--- src/rtl/mul_share_ctrl_if.sv ---
// Bundle between the shared-multiplier controller, its two requesters and
// the multiplier it drives.
//
// Handshake: reqX is a level request, held with stable aX/bX until the
// cycle in which doneX=1 is visible. It must be low on the clock edge that
// samples doneX=1. doneX is a one-cycle pulse. result/err are valid with
// doneX, and result holds until the next done pulse. The multiplier side
// has no ready: mul_valid is sampled only while an operation is waiting.
interface mul_share_ctrl_if #(
    parameter int WIDTH = 16
);
    logic                   req0;
    logic [WIDTH-1:0]       a0;
    logic [WIDTH-1:0]       b0;
    logic                   req1;
    logic [WIDTH-1:0]       a1;
    logic [WIDTH-1:0]       b1;
    logic                   done0;
    logic                   done1;
    logic [2*WIDTH-1:0]     result;
    logic                   err;
    logic                   busy;
    logic [3:0]             mul_control;
    logic [WIDTH-1:0]       mul_a;
    logic [WIDTH-1:0]       mul_b;
    logic [2*WIDTH-1:0]     mul_r;
    logic                   mul_valid;

    // Environment side: requesters plus the multiplier itself
    modport master (
        output req0, a0, b0, req1, a1, b1, mul_r, mul_valid,
        input  done0, done1, result, err, busy, mul_control, mul_a, mul_b
    );

    // Controller side
    modport slave (
        input  req0, a0, b0, req1, a1, b1, mul_r, mul_valid,
        output done0, done1, result, err, busy, mul_control, mul_a, mul_b
    );
endinterface

--- src/rtl/mul_share_ctrl.sv ---
// Shares one multi-cycle multiplier between two requesters with round-robin
// arbitration, a stale-validity guard cycle and a watchdog timeout.
module mul_share_ctrl #(
    parameter int         WIDTH    = 16,
    parameter logic [3:0] CTRL_MUL = 4'b1000,
    parameter logic [3:0] CTRL_NOP = 4'b0000,
    parameter int         TIMEOUT  = 32
) (
    input  logic                 clk,
    input  logic                 rst,
    mul_share_ctrl_if.slave      bus,
    output logic [1:0]           dbg_state
);

    localparam int CW = (TIMEOUT > 2) ? $clog2(TIMEOUT) : 1;

    typedef enum logic [1:0] {
        S_IDLE = 2'd0,
        S_WAIT = 2'd1,
        S_DONE = 2'd2
    } state_t;

    state_t               state_q, state_d;
    logic                 last_gnt_q, last_gnt_d;
    logic                 gnt_q, gnt_d;
    logic [CW-1:0]        wcnt_q, wcnt_d;
    logic [3:0]           mul_control_q, mul_control_d;
    logic [WIDTH-1:0]     mul_a_q, mul_a_d;
    logic [WIDTH-1:0]     mul_b_q, mul_b_d;
    logic                 done0_q, done0_d;
    logic                 done1_q, done1_d;
    logic [2*WIDTH-1:0]   result_q, result_d;
    logic                 err_q, err_d;
    logic                 busy_q, busy_d;
    logic                 win;
    logic                 finish;

    // Next-state and registered-output logic for the arbitration FSM
    always_comb begin
        state_d       = state_q;
        last_gnt_d    = last_gnt_q;
        gnt_d         = gnt_q;
        wcnt_d        = wcnt_q;
        mul_control_d = mul_control_q;
        mul_a_d       = mul_a_q;
        mul_b_d       = mul_b_q;
        done0_d       = 1'b0;
        done1_d       = 1'b0;
        result_d      = result_q;
        err_d         = err_q;
        busy_d        = busy_q;
        win           = 1'b0;
        finish        = 1'b0;

        case (state_q)
            S_IDLE: begin
                if (bus.req0 | bus.req1) begin
                    // Tie goes to the port that did not win last time
                    win           = (bus.req0 & bus.req1) ? ~last_gnt_q : bus.req1;
                    gnt_d         = win;
                    last_gnt_d    = win;
                    mul_a_d       = win ? bus.a1 : bus.a0;
                    mul_b_d       = win ? bus.b1 : bus.b0;
                    mul_control_d = CTRL_MUL;
                    wcnt_d        = '0;
                    busy_d        = 1'b1;
                    state_d       = S_WAIT;
                end
            end
            S_WAIT: begin
                // The first wait cycle may still see validity left over from
                // the previous operation, so it is never accepted there.
                if ((wcnt_q != '0) && bus.mul_valid) begin
                    result_d = bus.mul_r;
                    err_d    = 1'b0;
                    finish   = 1'b1;
                end else if (wcnt_q == CW'(TIMEOUT - 1)) begin
                    result_d = '0;
                    err_d    = 1'b1;
                    finish   = 1'b1;
                end else begin
                    wcnt_d = wcnt_q + CW'(1);
                end
                if (finish) begin
                    done0_d       = ~gnt_q;
                    done1_d       = gnt_q;
                    mul_control_d = CTRL_NOP;
                    state_d       = S_DONE;
                end
            end
            S_DONE: begin
                busy_d  = 1'b0;
                state_d = S_IDLE;
            end
            default: begin
                state_d = S_IDLE;
            end
        endcase
    end

    // State and output registers with synchronous reset
    always_ff @(posedge clk) begin
        if (rst) begin
            state_q       <= S_IDLE;
            last_gnt_q    <= 1'b1;
            gnt_q         <= 1'b0;
            wcnt_q        <= '0;
            mul_control_q <= CTRL_NOP;
            mul_a_q       <= '0;
            mul_b_q       <= '0;
            done0_q       <= 1'b0;
            done1_q       <= 1'b0;
            result_q      <= '0;
            err_q         <= 1'b0;
            busy_q        <= 1'b0;
        end else begin
            state_q       <= state_d;
            last_gnt_q    <= last_gnt_d;
            gnt_q         <= gnt_d;
            wcnt_q        <= wcnt_d;
            mul_control_q <= mul_control_d;
            mul_a_q       <= mul_a_d;
            mul_b_q       <= mul_b_d;
            done0_q       <= done0_d;
            done1_q       <= done1_d;
            result_q      <= result_d;
            err_q         <= err_d;
            busy_q        <= busy_d;
        end
    end

    assign bus.done0       = done0_q;
    assign bus.done1       = done1_q;
    assign bus.result      = result_q;
    assign bus.err         = err_q;
    assign bus.busy        = busy_q;
    assign bus.mul_control = mul_control_q;
    assign bus.mul_a       = mul_a_q;
    assign bus.mul_b       = mul_b_q;
    assign dbg_state       = state_q;

endmodule

--- src/flat_wrapper.sv ---
// flat-port wrapper written by rule: the top's interface ports become plain ports
module mul_share_ctrl_flat 
#(
    parameter int         WIDTH    = 16,
    parameter logic [3:0] CTRL_MUL = 4'b1000,
    parameter logic [3:0] CTRL_NOP = 4'b0000,
    parameter int         TIMEOUT  = 32
)
  (clk, rst, dbg_state, bus_req0, bus_a0, bus_b0, bus_req1, bus_a1, bus_b1, bus_mul_r, bus_mul_valid, bus_done0, bus_done1, bus_result, bus_err, bus_busy, bus_mul_control, bus_mul_a, bus_mul_b);
  mul_share_ctrl_if #(.WIDTH(WIDTH)) bus_i ();
  input  logic clk;
  input  logic rst;
  output logic [1:0] dbg_state;
  input wire logic [$bits(bus_i.req0)-1:0] bus_req0;
  input wire logic [$bits(bus_i.a0)-1:0] bus_a0;
  input wire logic [$bits(bus_i.b0)-1:0] bus_b0;
  input wire logic [$bits(bus_i.req1)-1:0] bus_req1;
  input wire logic [$bits(bus_i.a1)-1:0] bus_a1;
  input wire logic [$bits(bus_i.b1)-1:0] bus_b1;
  input wire logic [$bits(bus_i.mul_r)-1:0] bus_mul_r;
  input wire logic [$bits(bus_i.mul_valid)-1:0] bus_mul_valid;
  output wire logic [$bits(bus_i.done0)-1:0] bus_done0;
  output wire logic [$bits(bus_i.done1)-1:0] bus_done1;
  output wire logic [$bits(bus_i.result)-1:0] bus_result;
  output wire logic [$bits(bus_i.err)-1:0] bus_err;
  output wire logic [$bits(bus_i.busy)-1:0] bus_busy;
  output wire logic [$bits(bus_i.mul_control)-1:0] bus_mul_control;
  output wire logic [$bits(bus_i.mul_a)-1:0] bus_mul_a;
  output wire logic [$bits(bus_i.mul_b)-1:0] bus_mul_b;
  assign bus_i.req0 = bus_req0;
  assign bus_i.a0 = bus_a0;
  assign bus_i.b0 = bus_b0;
  assign bus_i.req1 = bus_req1;
  assign bus_i.a1 = bus_a1;
  assign bus_i.b1 = bus_b1;
  assign bus_i.mul_r = bus_mul_r;
  assign bus_i.mul_valid = bus_mul_valid;
  assign bus_done0 = bus_i.done0;
  assign bus_done1 = bus_i.done1;
  assign bus_result = bus_i.result;
  assign bus_err = bus_i.err;
  assign bus_busy = bus_i.busy;
  assign bus_mul_control = bus_i.mul_control;
  assign bus_mul_a = bus_i.mul_a;
  assign bus_mul_b = bus_i.mul_b;
  mul_share_ctrl #(.WIDTH(WIDTH), .CTRL_MUL(CTRL_MUL), .CTRL_NOP(CTRL_NOP), .TIMEOUT(TIMEOUT)) u_core (.clk(clk), .rst(rst), .bus(bus_i), .dbg_state(dbg_state));
endmodule
--- config.mk ---
export PLATFORM = sky130hd
export DESIGN_NAME = mul_share_ctrl_flat
export DESIGN_NICKNAME = d
export VERILOG_FILES = /design/src/rtl/mul_share_ctrl_if.sv /design/src/rtl/mul_share_ctrl.sv /design/src/flat_wrapper.sv
export SDC_FILE = /design/constraint.sdc
export NUM_CORES = 1
export LEC_CHECK = 0
export BUFFER_PORTS_ARGS = -buffer_cell sky130_fd_sc_hd__clkbuf_2
export CORE_UTILIZATION = 44
export DETAILED_ROUTE_END_ITERATION = 8
export PLACE_DENSITY_LB_ADDON = 0.08
export SETUP_SLACK_MARGIN = 0.15
export SLEW_MARGIN = 20
export SYNTH_ARGS = -nofsm -noshare
export SYNTH_HDL_FRONTEND = slang
export SYNTH_SLANG_ARGS = --single-unit
--- constraint.sdc ---
create_clock -name clk -period 2.4 [get_ports clk]
set_clock_uncertainty 0.2 [all_clocks]
set_input_delay 0.48 -clock clk [delete_from_list [all_inputs] [get_ports clk]]
set_output_delay 0.48 -clock clk [all_outputs]
set_load 0.02 [all_outputs]
==> report_table.html <==
<table>
<tr><th>Metric</th><th>Value</th></tr>
<tr><th colspan="2">Floorplan</th></tr>
<tr><td>Core footprint</td><td>6940 µm²</td></tr>
<tr><td>Overall die width</td><td>87.7 µm</td></tr>
<tr><td>Die Height</td><td>87.7 µm</td></tr>
<tr><td>Area enclosed by the die boundary</td><td>7680 µm²</td></tr>
<tr><td>Count of pins on the block boundary</td><td>175</td></tr>
<tr><td>Initial standard-cell utilization of the core</td><td>46.5%</td></tr>
<tr><td>Number of core rows</td><td>30</td></tr>
<tr><th colspan="2">Worst setup path</th></tr>
<tr><td>Critical path peak fanout</td><td>20</td></tr>
<tr><td>Worst Reg2Reg Path Length in Cells</td><td>7</td></tr>
<tr><td>Critical path arrival</td><td>2070 ps</td></tr>
<tr><td>Worst Setup Path Type</td><td>flip-flop to flip-flop</td></tr>
<tr><td>Nature of the critical path startpoint</td><td>flip-flop</td></tr>
<tr><td>Critical Path RT</td><td>2470 ps</td></tr>
<tr><td>Type of element capturing the critical path</td><td>flip-flop</td></tr>
<tr><th colspan="2">STA</th></tr>
<tr><td>Time the final worst path needs with I/O delays and setup</td><td>2010 ps</td></tr>
<tr><td>Highest achievable clock rate</td><td>0.499 GHz</td></tr>
<tr><td>Accumulated negative setup slack</td><td>0 ps</td></tr>
<tr><td>Transition time at the pin with the least slew margin</td><td>692 ps</td></tr>
<tr><td>Unrepaired setup endpoints after global routing</td><td>no</td></tr>
<tr><td>Number of hold violations in the final report</td><td>0</td></tr>
<tr><td>Final worst-path cycle share</td><td>83.6%</td></tr>
<tr><td>Relative max-transition margin</td><td>53.5%</td></tr>
<tr><td>Least setup slack across all paths after layout</td><td>394 ps</td></tr>
<tr><td>Number of setup violations in the final report</td><td>0</td></tr>
<tr><td>Fin. max-slew vios</td><td>0</td></tr>
<tr><th colspan="2">Yosys</th></tr>
<tr><td>Mean instance size in the synthesized netlist</td><td>9.04 µm²</td></tr>
<tr><td>Synth top area cells</td><td>dfxtp_1 (48%), mux2i_1 (9.9%), a211oi_1 (7.4%)</td></tr>
<tr><td>Cell accounting for the most synthesized area</td><td>dfxtp_1</td></tr>
<tr><td>Cells after synthesis</td><td>357</td></tr>
<tr><td>Main synth FF type</td><td>dfxtp_1</td></tr>
<tr><td>Count of yosys warnings during synthesis</td><td>0</td></tr>
<tr><td>Most common cell in the netlist</td><td>dfxtp_1</td></tr>
<tr><td>Post-synth EDFFs</td><td>0</td></tr>
<tr><td>Distinct cells, synth</td><td>34</td></tr>
<tr><td>Async set-or-reset flop fraction in the synthesized netlist</td><td>0%</td></tr>
<tr><td>Share of synthesized area occupied by flip-flops and latches</td><td>48.4%</td></tr>
<tr><td>Post-synthesis instance area</td><td>3230 µm²</td></tr>
<tr><td>Yosys top cell area share</td><td>48.4%</td></tr>
<tr><td>Post-synthesis register bit count</td><td>78</td></tr>
<tr><td>Synth top cells by count</td><td>dfxtp_1 (78), a21oi_1 (41), nand2_1 (35), nor2_1 (35)</td></tr>
<tr><th colspan="2">Flow run</th></tr>
<tr><td>Max Cap Viol</td><td>0</td></tr>
<tr><th colspan="2">Drt</th></tr>
<tr><td>Metal3 WL</td><td>543 µm</td></tr>
<tr><td>Met1 WL</td><td>3460 µm</td></tr>
<tr><td>Remaining routing DRC violations</td><td>0</td></tr>
<tr><td>Post-Route WL</td><td>7480 µm</td></tr>
<tr><td>Top layer reached by signal wires</td><td>met4</td></tr>
<tr><td>Iteration-0 DRC count of the detailed router</td><td>143</td></tr>
<tr><td>Average wire per standard cell</td><td>12.1 µm</td></tr>
<tr><td>Routed met2 length</td><td>3400 µm</td></tr>
<tr><td>Ratio of routed vias to standard cells</td><td>4.89</td></tr>
<tr><td>Drt pass-1 iters</td><td>4</td></tr>
<tr><td>Post-detailed-route count of antenna-violating nets</td><td>0</td></tr>
<tr><td>Detailed-route via count</td><td>3020</td></tr>
<tr><th colspan="2">Power</th></tr>
<tr><td>Leakage</td><td>1.98 nW</td></tr>
<tr><td>NetSw</td><td>898 µW</td></tr>
<tr><td>Max VDD drop</td><td>0.392 mV</td></tr>
<tr><td>Total internal power</td><td>2.21 mW</td></tr>
<tr><td>Sequential fraction of design power</td><td>45.9%</td></tr>
<tr><td>Power Dens Cells</td><td>714 nW/µm²</td></tr>
<tr><td>Power share of the combinational group</td><td>19.1%</td></tr>
<tr><td>Net switching share of the total power</td><td>28.9%</td></tr>
<tr><td>Clock share of power</td><td>35.0%</td></tr>
<tr><th colspan="2">Clocking</th></tr>
<tr><td>Later-pin clock latency in the skew report</td><td>340 ps</td></tr>
<tr><td>Number of buffers inserted to repair setup after CTS</td><td>0</td></tr>
<tr><td>Clock Root Buffer</td><td>clkbuf_8</td></tr>
<tr><td>Maximum count of clock buffers along a single path</td><td>2</td></tr>
<tr><td>TritonCTS clock tree</td><td>yes</td></tr>
<tr><td>H-tree depth</td><td>3</td></tr>
<tr><td>Clock transition at the register clock pins on the worst setup and hold paths after CTS</td><td>90 ps</td></tr>
<tr><td>Post_cts resized</td><td>0</td></tr>
<tr><td>Cts-stage hold buffer count</td><td>0</td></tr>
<tr><td>TritonCTS sink count</td><td>78</td></tr>
<tr><td>Number of buffers inserted during clock tree synthesis</td><td>9</td></tr>
<tr><th colspan="2">Min path</th></tr>
<tr><td>Cell depth of the worst hold path</td><td>3</td></tr>
<tr><td>Worst hold-check path type</td><td>input port to flip-flop</td></tr>
<tr><th colspan="2">GRT</th></tr>
<tr><td>Initial antenna violation count</td><td>0</td></tr>
<tr><td>Global-route wire length before repair</td><td>11600 µm</td></tr>
<tr><td>Vias in the first global route</td><td>2568</td></tr>
<tr><td>GR Overflow Total</td><td>0</td></tr>
<tr><td>Gr usage total</td><td>19.4%</td></tr>
<tr><td>Maximum number of pins on one net before global-route repair</td><td>49</td></tr>
<tr><th colspan="2">Final layout</th></tr>
<tr><td>Synth-to-Final Area Change</td><td>34.8%</td></tr>
<tr><td>Share of layout cells above drive strength 1</td><td>39.0%</td></tr>
<tr><td>Total number of nets in the final design</td><td>620</td></tr>
<tr><td>Number of diodes added for antenna fixing</td><td>0</td></tr>
<tr><th colspan="2">Placed design</th></tr>
<tr><td>Final weighted congestion in routability-driven placement</td><td>0.792</td></tr>
<tr><td>Number of port buffers</td><td>171</td></tr>
<tr><td>Half-perimeter wire length after placement</td><td>5490 µm</td></tr>
<tr><td>Pre-CTS WS</td><td>400 ps</td></tr>
<tr><th colspan="2">Run status</th></tr>
<tr><td>Run status</td><td>complete, no violations</td></tr>
</table>
-- cell usage in the layout (no fill, tap or decap), types with 2 or more instances in the layout --
| cell type | count |
|---|---|
| o21ai_0 | 24 |
| buf_4 | 6 |
| clkinv_4 | 3 |
| buf_12 | 3 |
| clkbuf_2 | 171 |
| clkbuf_8 | 9 |
| nor2_1 | 35 |
| nand3_1 | 6 |
| inv_1 | 3 |
| and2_1 | 2 |
| a21oi_1 | 41 |
| nand3b_1 | 2 |
| a211oi_1 | 32 |
| bufinv_16 | 2 |
| nand2_1 | 35 |
| conb_1 | 3 |
| ha_1 | 3 |
| and3_1 | 2 |
| mux2i_1 | 32 |
| a31oi_1 | 2 |
| dfxtp_1 | 78 |
| o21ai_1 | 12 |
-- critical path, cell delays in order, from the launching register on --
cell	delay, ps
dfxtp_1	340
inv_1	80
ha_1	130
or4b_4	510
a21oi_4	180
buf_4	250
o21ai_1	100
a21oi_1	150
-- power by group through the flow --
stage,registers [mW],logic (mW),clock network (mW)
final,1.42,0.593,1.09
after global routing,1.44,0.653,1.17
after CTS,1.43,0.600,1.11
after detailed placement,1.46,0.599,0
after global placement,1.45,0.593,0
after floorplan,1.55,0.285,0
-- layer usage --
metal | track usage, % | up-vias
met1 | 23.7 | 1313
met5 | 0 | -
li1 | - | 1577
met4 | 6.26 | 0
met2 | 32.4 | 123
met3 | 6.41 | 7
-- flip-flops by register name, indices dropped and copies added (netlist names) --
register / flops
u_core.bus.result: 32
u_core.bus.err: 1
u_core.bus.mul_a: 16
u_core.gnt_q: 1
u_core.last_gnt_q: 1
u_core.bus.busy: 1
u_core.bus.mul_control: 1
u_core.bus.done0: 1
u_core.bus.mul_b: 16
u_core.wcnt_q: 5
u_core.bus.done1: 1
u_core.dbg_state: 2
-- worst paths after layout --
path | from | to | slack, ps
setup / recovery | u_core.wcnt_q[0] | u_core.bus.result[6] | 390
hold / removal | bus_mul_r[24] | u_core.bus.result[24] | 150
setup reg to reg | u_core.wcnt_q[0] | u_core.bus.result[6] | 390
hold reg to reg | u_core.bus.result[16] | u_core.bus.result[16] | 270
-- metrics by stage --
stage / total power [mW] / instances / hold WS, ps / cell area (µm²) / util, %
2_1_floorplan: 1.83 / 359 / 212 / 3240 / -
3_3_place_gp: 2.04 / 601 / 246 / 4130 / 59.4
3_5_place_dp: 2.05 / 601 / 242 / 4130 / 59.4
4_1_cts: 3.13 / 617 / 141 / 4350 / 62.6
5_1_grt: 3.26 / 617 / 134 / 4350 / 62.6
6_report: 3.10 / 617 / 150 / 4350 / 62.6
-- logic make-up (layout without fill, tap and decap cells) --
logic type / after synthesis / count (layout) / share of synthesized area (%)
AOI/OAI and AO/OA: 117 / 117 / 21.9
and+or+nand+nor: 89 / 89 / 12.0
DFF: 78 / 78 / 48.4
buffers and inverters: 37 / 199 / 6.59
muxes: 32 / 32 / 9.92
adders and majority gates: 3 / 3 / 1.16
other: 1 / 3 / 0.116
-- layout make-up --
cell class,count,area (µm²)
Multi-Input combinational cell,244,1470
Timing Repair Buffer,180,961
Fill cell,623,2590
Clock buffer,9,124
Inverter,3,11.3
Tap cell,96,120
Sequential cell,78,1560
Clock inverter,7,98.8
Power figures use the tool's default switching activity.
